--- config.mk ---
export PLATFORM = sky130hd
export DESIGN_NAME = dmem_arb
export DESIGN_NICKNAME = d
export VERILOG_FILES = /design/src/rtl/dmem_arb_pkg.sv /design/src/rtl/dmem_arb_rr_pick2.sv /design/src/rtl/dmem_arb.sv
export SDC_FILE = /design/constraint.sdc
export NUM_CORES = 1
export LEC_CHECK = 0
export CAP_MARGIN = 20
export CORE_MARGIN = 2
export CORE_UTILIZATION = 32
export CTS_BUF_LIST = sky130_fd_sc_hd__clkbuf_16
export CTS_CLUSTER_SIZE = 24
export DETAILED_ROUTE_END_ITERATION = 7
export PLACE_DENSITY_LB_ADDON = 0.1
export REMOVE_ABC_BUFFERS = 1
export SYNTH_ARGS = -nofsm -noshare
export SYNTH_HDL_FRONTEND = slang
export SYNTH_HIERARCHICAL = 1
export SYNTH_SLANG_ARGS = --single-unit
--- constraint.sdc ---
create_clock -name clk -period 2.7 [get_ports clk]
set_input_delay 0.27 -clock clk [delete_from_list [all_inputs] [get_ports clk]]
set_output_delay 0.27 -clock clk [all_outputs]
set_load 0.05 [all_outputs]
--- src/rtl/dmem_arb_pkg.sv ---
// Shared sizes and arbiter state encoding for the two-port data-memory arbiter.
package dmem_arb_pkg;

  localparam int NUM_PORTS = 2;
  localparam int ADDR_W    = 8;
  localparam int DATA_W    = 32;
  localparam int CNT_W     = 4;

  typedef enum logic {
    ST_IDLE   = 1'b0,
    ST_LOCKED = 1'b1
  } arb_state_e;

  function automatic logic [NUM_PORTS-1:0] port_onehot(input logic idx);
    return idx ? 2'b10 : 2'b01;
  endfunction

endpackage

--- src/rtl/dmem_arb_rr_pick2.sv ---
// Two-way combinational picker: a forced owner wins outright, otherwise a lone
// request is granted and a tie goes to the round-robin pointer.
module rr_pick2
  import dmem_arb_pkg::*;
(
  input  logic [NUM_PORTS-1:0] req_i,
  input  logic                 ptr_i,
  input  logic                 force_en_i,
  input  logic                 force_id_i,
  output logic [NUM_PORTS-1:0] gnt_o
);

  always_comb begin
    gnt_o = '0;
    if (force_en_i) begin
      gnt_o = port_onehot(force_id_i) & req_i;
    end else if (&req_i) begin
      gnt_o = port_onehot(ptr_i);
    end else begin
      gnt_o = req_i;
    end
  end

endmodule

--- src/rtl/dmem_arb.sv ---
// Data-memory arbiter between the core (port 0) and DMA/debug (port 1) with
// round-robin fairness, bounded burst locking and a registered read-return path.
module dmem_arb
  import dmem_arb_pkg::*;
#(
  parameter int MAX_LOCK = 8
) (
  input  logic                          clk,
  input  logic                          rst,
  input  logic [NUM_PORTS-1:0]          req,
  input  logic [NUM_PORTS-1:0]          we,
  input  logic [NUM_PORTS-1:0]          lock,
  input  logic [NUM_PORTS*ADDR_W-1:0]   addr,
  input  logic [NUM_PORTS*DATA_W-1:0]   wdata,
  output logic [NUM_PORTS-1:0]          gnt,
  output logic [NUM_PORTS-1:0]          rvalid,
  output logic [NUM_PORTS*DATA_W-1:0]   rdata,
  output logic [ADDR_W-1:0]             mem_addr,
  output logic [DATA_W-1:0]             mem_wrt_data,
  output logic                          mem_wrt,
  input  logic [DATA_W-1:0]             mem_rd_data
);

  localparam logic [CNT_W-1:0] CNT_MAX = CNT_W'(MAX_LOCK);

  arb_state_e                  state_q, state_d;
  logic                        owner_q, owner_d;
  logic [CNT_W-1:0]            lock_cnt_q, lock_cnt_d;
  logic                        rr_ptr_q, rr_ptr_d;
  logic [NUM_PORTS-1:0]        rvalid_q, rvalid_d;
  logic [NUM_PORTS*DATA_W-1:0] rdata_q, rdata_d;

  logic owner_hold;
  logic lock_expire;
  logic force_id;
  logic any_gnt;
  logic gnt_idx;

  // Owner keeps the bus while it holds req+lock, unless its budget is spent
  // and the other port is waiting; then the other port is forced in once.
  assign owner_hold  = (state_q == ST_LOCKED) && req[owner_q] && lock[owner_q];
  assign lock_expire = owner_hold && (lock_cnt_q == CNT_MAX) && req[~owner_q];
  assign force_id    = lock_expire ? ~owner_q : owner_q;

  rr_pick2 u_pick (
    .req_i      (req),
    .ptr_i      (rr_ptr_q),
    .force_en_i (owner_hold),
    .force_id_i (force_id),
    .gnt_o      (gnt)
  );

  assign any_gnt = |gnt;
  assign gnt_idx = gnt[1];

  always_comb begin
    mem_addr     = '0;
    mem_wrt_data = '0;
    mem_wrt      = 1'b0;
    if (any_gnt) begin
      if (gnt_idx) begin
        mem_addr     = addr[2*ADDR_W-1:ADDR_W];
        mem_wrt_data = wdata[2*DATA_W-1:DATA_W];
        mem_wrt      = we[1];
      end else begin
        mem_addr     = addr[ADDR_W-1:0];
        mem_wrt_data = wdata[DATA_W-1:0];
        mem_wrt      = we[0];
      end
    end
  end

  always_comb begin
    state_d    = ST_IDLE;
    owner_d    = owner_q;
    lock_cnt_d = '0;
    rr_ptr_d   = rr_ptr_q;
    rvalid_d   = '0;
    rdata_d    = rdata_q;

    if (any_gnt) begin
      rr_ptr_d = ~gnt_idx;
    end

    if (owner_hold && !lock_expire) begin
      state_d    = ST_LOCKED;
      lock_cnt_d = (lock_cnt_q == CNT_MAX) ? lock_cnt_q : lock_cnt_q + 4'd1;
    end else if (!lock_expire && any_gnt && lock[gnt_idx]) begin
      state_d    = ST_LOCKED;
      owner_d    = gnt_idx;
      lock_cnt_d = 4'd1;
    end

    if (any_gnt && !we[gnt_idx]) begin
      rvalid_d = gnt;
      if (gnt_idx) begin
        rdata_d[2*DATA_W-1:DATA_W] = mem_rd_data;
      end else begin
        rdata_d[DATA_W-1:0] = mem_rd_data;
      end
    end
  end

  always_ff @(posedge clk or negedge rst) begin
    if (!rst) begin
      state_q    <= ST_IDLE;
      owner_q    <= 1'b0;
      lock_cnt_q <= '0;
      rr_ptr_q   <= 1'b0;
      rvalid_q   <= '0;
      rdata_q    <= '0;
    end else begin
      state_q    <= state_d;
      owner_q    <= owner_d;
      lock_cnt_q <= lock_cnt_d;
      rr_ptr_q   <= rr_ptr_d;
      rvalid_q   <= rvalid_d;
      rdata_q    <= rdata_d;
    end
  end

  assign rvalid = rvalid_q;
  assign rdata  = rdata_q;

endmodule

== Word-level counts from Yosys, hierarchy flattened ==
Index checks and enable logic that the tools add are counted.

* Register bits: 73
* Bits of input ports: 120
* Output and inout bits: 109

* Add/sub/neg operators: 1
* $lt $le $gt $ge: 3
* Equality and inequality tests: 2
* Multiplexer cells: 26
* Bitwise operators: 4
* Reductions and logical operators: 15

{| class="wikitable"
|+ Operator list
! kind !! number
|-
| 32-bit 2-to-1 mux || 2
|-
| 8-bit 2-to-1 mux || 2
|-
| 1-bit 2-to-1 mux || 15
|-
| 2-bit 2-to-1 mux || 5
|-
| 1-bit logical AND || 8
|-
| 4-bit 2-to-1 mux || 2
|-
| 2-bit AND reduction || 4
|-
| 1-bit by 2-bit less-than comparator with 1-bit output (second input constant) || 3
|-
| 4-bit by 1-bit adder with 4-bit output (second input constant) || 1
|-
| 4-bit equality test (second input constant) || 1
|-
| 1-bit NOT || 3
|-
| 2-bit AND || 1
|-
| 1-bit logical NOT || 2
|-
| 2-bit != test (second input constant) || 1
|-
| 2-bit OR reduction || 1
|}

== Logic depth before layout (Yosys ltp) ==
Gate-level depths: netlist (run 1).

* Depth after elaboration: 15
* Gate-level depth with buffers: 11

== Hierarchy ==
The synthesis (run 1) kept the hierarchy.

{| class="wikitable"
|+ Modules (own cells, without submodules)
! module !! times used !! cells each !! area an instance (µm²) !! sequential area each (µm²)
|-
| dmem_arb || 1 || 230 || 3291.9 || 1826.8
|-
| rr_pick2 || 1 || 5 || 36.3 || 0.0
|}

== Worst setup path after synthesis (run 1) ==
OpenSTA, ideal clock, no wires.

* Kind: register -> output
* From: reg lock_cnt_q[0]
* To: out mem_wrt
* Data arrival time: 4.088 ns
* Required time: 2.430 ns
* Path slack: -1.658 ns
* Cell stages (with the launch flop): 9
* Path buffers: 0
* Cell sequence: dfrtp_1 -> inv_1 -> ha_1 -> nand3b_1 -> a211oi_2 -> xor2_1 -> a221oi_1 -> inv_1 -> o21ai_0

* Cells in the longest elaborated chain, start to end: 9
* Elaborated cells between the ends (all ways): 10

{| class="wikitable"
|+ RTL lines
! what !! RTL line !! RTL
|-
| start: declaration || dmem_arb.sv:28 || <nowiki>logic [CNT_W-1:0] lock_cnt_q, lock_cnt_d;</nowiki>
|-
| start signal: assignment || dmem_arb.sv:115 || <nowiki>lock_cnt_q <= lock_cnt_d;</nowiki>
|-
| 4-bit equality test || dmem_arb.sv:42 || <nowiki>assign lock_expire = owner_hold && (lock_cnt_q == CNT_MAX) && req[~owner_q];</nowiki>
|-
| 1-bit logical AND (2 in a row) || dmem_arb.sv:42 ||
|-
| 1-bit 2-to-1 mux || dmem_arb.sv:43 || <nowiki>assign force_id = lock_expire ? ~owner_q : owner_q;</nowiki>
|-
| via force_id || dmem_arb.sv:35 || <nowiki>logic force_id;</nowiki>
|-
| 2-bit 2-to-1 mux || dmem_arb_pkg.sv:15 || <nowiki>return idx ? 2'b10 : 2'b01;</nowiki>
|-
| 2-bit AND || dmem_arb_rr_pick2.sv:16 || <nowiki>gnt_o = port_onehot(force_id_i) & req_i;</nowiki>
|-
| 2-bit 2-to-1 mux || dmem_arb_rr_pick2.sv:15 || <nowiki>if (force_en_i) begin</nowiki>
|-
| via gnt[0] || dmem_arb.sv:15 || <nowiki>output logic [NUM_PORTS-1:0] gnt,</nowiki>
|-
| 2-bit OR reduction || dmem_arb.sv:53 || <nowiki>assign any_gnt = |gnt;</nowiki>
|-
| 1-bit 2-to-1 mux || dmem_arb.sv:60 || <nowiki>if (any_gnt) begin</nowiki>
|-
| end: declaration || dmem_arb.sv:20 || <nowiki>output logic mem_wrt,</nowiki>
|}

The timed path passes the listed nets, and every way through them passes these cells.

== Worst setup path after layout (run 1) ==
* From: reg lock_cnt_q[1]
* To: out mem_addr[6]

* Cells in the longest elaborated chain, start to end: 9
* Elaborated cells between the ends (all ways): 10

{| class="wikitable"
|+ RTL lines
! what !! RTL line !! RTL
|-
| 4-bit equality test * || dmem_arb.sv:42 ||
|-
| 1-bit logical AND * (2 in a row) || dmem_arb.sv:42 ||
|-
| 1-bit 2-to-1 mux * || dmem_arb.sv:43 ||
|-
| via force_id || dmem_arb.sv:35 ||
|-
| 2-bit 2-to-1 mux * || dmem_arb_pkg.sv:15 ||
|-
| 2-bit AND * || dmem_arb_rr_pick2.sv:16 ||
|-
| 2-bit 2-to-1 mux * || dmem_arb_rr_pick2.sv:15 ||
|-
| 8-bit 2-to-1 mux / 2-bit OR reduction (equally long branches) || dmem_arb.sv:61, dmem_arb.sv:53 ||
|-
| 8-bit 2-to-1 mux * || dmem_arb.sv:60 ||
|-
| end: declaration || dmem_arb.sv:18 || <nowiki>output logic [ADDR_W-1:0] mem_addr,</nowiki>
|}

The timed path passes the listed nets; every way through them passes the cells marked *.

==> results.sh, run 1 <==
export IMPL_wire_per_inst_um=18.3
export IMPL_fp_dieArea_um2=11200
export IMPL_io_buffer_count=228
export IMPL_start_util_pct=32.5
export IMPL_cts_sinks=73
export IMPL_slew_viol_final=0
export IMPL_worst_pin_slew_ps=876
export IMPL_hold_slack_ps=78.1
export IMPL_hold_viol_final=0
export IMPL_yosys_cell_count_top_type="dfrtp_1"
export IMPL_dp_hpwl_um=8700
export IMPL_yosysWarningCount=6
export IMPL_async_reset_ff_share_pct=100
export IMPL_core_area_um2=10200
export IMPL_routed_wl_um=11600
export IMPL_synth_top_area_share_pct=54.9
export IMPL_final_layout_size_suffix_gt1_share_pct=34.0
export IMPL_worstSetupPathType="flip-flop to primary output"
export IMPL_ir_worst_vdd_mv=0.563
export IMPL_vias_per_cell=4.73
export IMPL_post_synth_main_area_contributors="dfrtp_1, mux2_2, a22o_1, buf_6, mux2_1"
export IMPL_grt_pass1_vias=3084
export IMPL_drc=0
export IMPL_yosys_area_top_type="dfrtp_1"
export IMPL_synthCells=235
export IMPL_period_share_pct=105
export IMPL_grt_pass1_wl_um=17500
export IMPL_fillers=798
export IMPL_worst_ep_required_time_ps=2430
export IMPL_drt_pass1_iterations=6
export IMPL_violations="setup timing"
export IMPL_hold_buffers=0
export IMPL_area_growth_pct=108
export IMPL_ios=229
export IMPL_rsz0062_at_grt="yes"
export IMPL_slew_headroom_pct=41.6
export IMPL_overflow=0
export IMPL_ant_nets=0
export IMPL_fin_setup_tns_ps=-5120
export IMPL_clk_latency_ps=330
export IMPL_numCtsBuffers=9
export IMPL_leakagePower_nw=2.93
export IMPL_dp_cells=603
export IMPL_critPathMaxStageDelay_ps=390
export IMPL_min_path_type="input pin to async pin"
export IMPL_critPathArrivalTime_ps=2580
export IMPL_ys_seq_elements=73
export IMPL_nNetsFinal=614
export IMPL_total_power_w=0.00743
export IMPL_ys_flop_type="dfrtp_1"
export IMPL_seq_area_um2=1830
export IMPL_fmax_ghz=0.351
export IMPL_syn_area_um2=3330
export IMPL_synthDistinctLibCells=32
export IMPL_period_needed_ps=2850
export IMPL_gp_congestion=0.753
export IMPL_cts_tree="built"
export IMPL_p_per_area_nw_per_um2=1080
export IMPL_grt_max_degree=74
export IMPL_crit_chain="inv_1 -> ha_1 -> nand3b_1 -> a211oi_2 -> xor2_1 -> a221oi_2 -> inv_1 -> nor2_4 -> buf_12 -> a22o_1 -> buf_12"
export IMPL_die_h_um=106
export IMPL_clkSlewWorstSetupHoldPaths_ps=60
export IMPL_antenna_cells=0
export IMPL_outcome="complete, but fails checks"
export IMPL_rows=37
export IMPL_synthTopCellsByCount="dfrtp_1, mux2_2, a22o_1"
export IMPL_finalSetupViolCount=41
export IMPL_grtUsageTotal_pct=20.4
export IMPL_fin_skew_ps=8.18
export IMPL_layout_cells_non_filler=633
export IMPL_cp_slowest_cell="dfrtp_1"
export IMPL_cts_max_path_buffers=2
export IMPL_multiInputGateArea_um2=1480
export IMPL_root_buffer="clkbuf_16"
export IMPL_synth_enable_flop_cells=0
export IMPL_synth_seq_area_share_pct=54.9
export IMPL_fin_ws_ps=-147
export IMPL_cp_end_kind="primary output"
export IMPL_die_w_um=106
export IMPL_worstPathMaxFanout=20
export IMPL_antenna_found_initial=1
export IMPL_drtIter0Drc=131
export IMPL_htreeDepth=3
export IMPL_final_area_um2=6910
export IMPL_syn_area_per_cell_um2=14.2
export IMPL_crit_path_start_kind="flip-flop"
export IMPL_vias=2997
export IMPL_max_cap_violations=0
export IMPL_place_area_um2=6300
[metrics by stage]
| stage | setup slack [ps] | util (%) |
|---|---|---|
| floorplan | -2420 | - |
| CTS | -94.2 | 66.2 |
| global route | -325 | 67.5 |
| detailed placement | -223 | 61.6 |
| finish | -147 | 67.5 |
| global placement | -165 | 61.6 |
[critical path: cells and delay by family, from the launching register on]
family	cells	cell delay, ps
AOI/OAI and AO/OA	3	730
xor gates and xnor gates	1	140
adders and majority gates	1	130
buffers and inverters	4	530
DFF	1	390
and+or+nand+nor	2	320
[layout make-up]
cell class | instances | area share, %
clock buffers | 9 | 3.26
clock inverters | 7 | 1.36
inverters | 4 | 0.217
multi-input cells | 142 | 21.4
flip-flops and latches | 73 | 26.4
well taps | 136 | 2.46
repair buffers | 262 | 44.9
[repair_timing]
| item | CTS | global route |
|---|---|---|
| resized for setup | 14 | 5 |
| cloned | 1 | 3 |
| buffers inserted | 7 | 3 |
| pin swaps | 3 | 1 |
| endpoints found under the setup margin | 42 | 107 |
[cells by family after synthesis]
logic type                 synth area share [%]
DFF                                        54.9
muxes                                      22.6
AOI/OAI and AO/OA                          12.6
and+or+nand+nor                            3.99
buffers and inverters                      4.10
xor gates and xnor gates                   1.05
adders and majority gates                 0.752
[final timing paths]
check                                   start           to  slack, ps  cells after the start
worst max-delay path            lock_cnt_q[1]  mem_addr[6]       -150                     11
worst min-delay path                      rst     rdata[5]         80                      1
worst max register to register  lock_cnt_q[1]    rdata[24]         60                     13
worst min register to register      rdata[15]    rdata[15]        480                      1
max in group asynchronous                 rst      state_q       2070                      1
min in group clk                    rdata[15]    rdata[15]        480                      1
[power by group]
group | total [W] | internal [W] | switching, W
clock | 0.00126 | 0.000808 | 0.000451
sequential | 0.00171 | 0.00151 | 0.000208
combinational | 0.00445 | 0.00186 | 0.00259
[flip-flops by register name, summed over array words and instances, names as in the netlist]
register and flops:
rdata 64, owner_q 1, state_q 1, rvalid 2, rr_ptr_q 1, lock_cnt_q 4
[routing by layer]
metal,wire [um],up-vias,share of wire (%),GRT usage (%)
li1,-,1394,-,-
met1,4800,1470,41,26.4
met3,615,15,5.3,5.03
met4,153,0,1.3,4.61
met5,0,-,0,0
met2,6030,118,52,34.5
[placed cells by master (no fill, tap or decap), types with 2 or more instances in the layout]
cell type | Yosys | routed
a22o_1 | 40 | 32
a22o_4 | 0 | 8
and3_1 | 2 | 2
buf_12 | 0 | 48
buf_4 | 1 | 22
buf_6 | 7 | 5
bufinv_16 | 0 | 2
clkbuf_16 | 0 | 11
clkdlybuf4s50_1 | 0 | 183
dfrtp_1 | 73 | 73
ha_1 | 2 | 2
inv_1 | 4 | 5
mux2_1 | 5 | 5
mux2_2 | 60 | 60
mux2i_1 | 2 | 2
nand2_1 | 2 | 2
nand2b_1 | 2 | 2
nor2_1 | 6 | 5
xor2_1 | 3 | 3
Note: power is estimated with default switching activity, not from simulation.
==> run 2: changes to the inputs <==
--- a/config.mk
+++ b/config.mk
@@ -5,7 +5,7 @@
 export SDC_FILE = /design/constraint.sdc
 export NUM_CORES = 1
 export LEC_CHECK = 0
-export CAP_MARGIN = 20
+export CAP_MARGIN = 15
 export CORE_MARGIN = 2
 export CORE_UTILIZATION = 32
 export CTS_BUF_LIST = sky130_fd_sc_hd__clkbuf_16
==> results of run 2 <==
No change in the layout: final DEF, timing and power equal those of run 1.
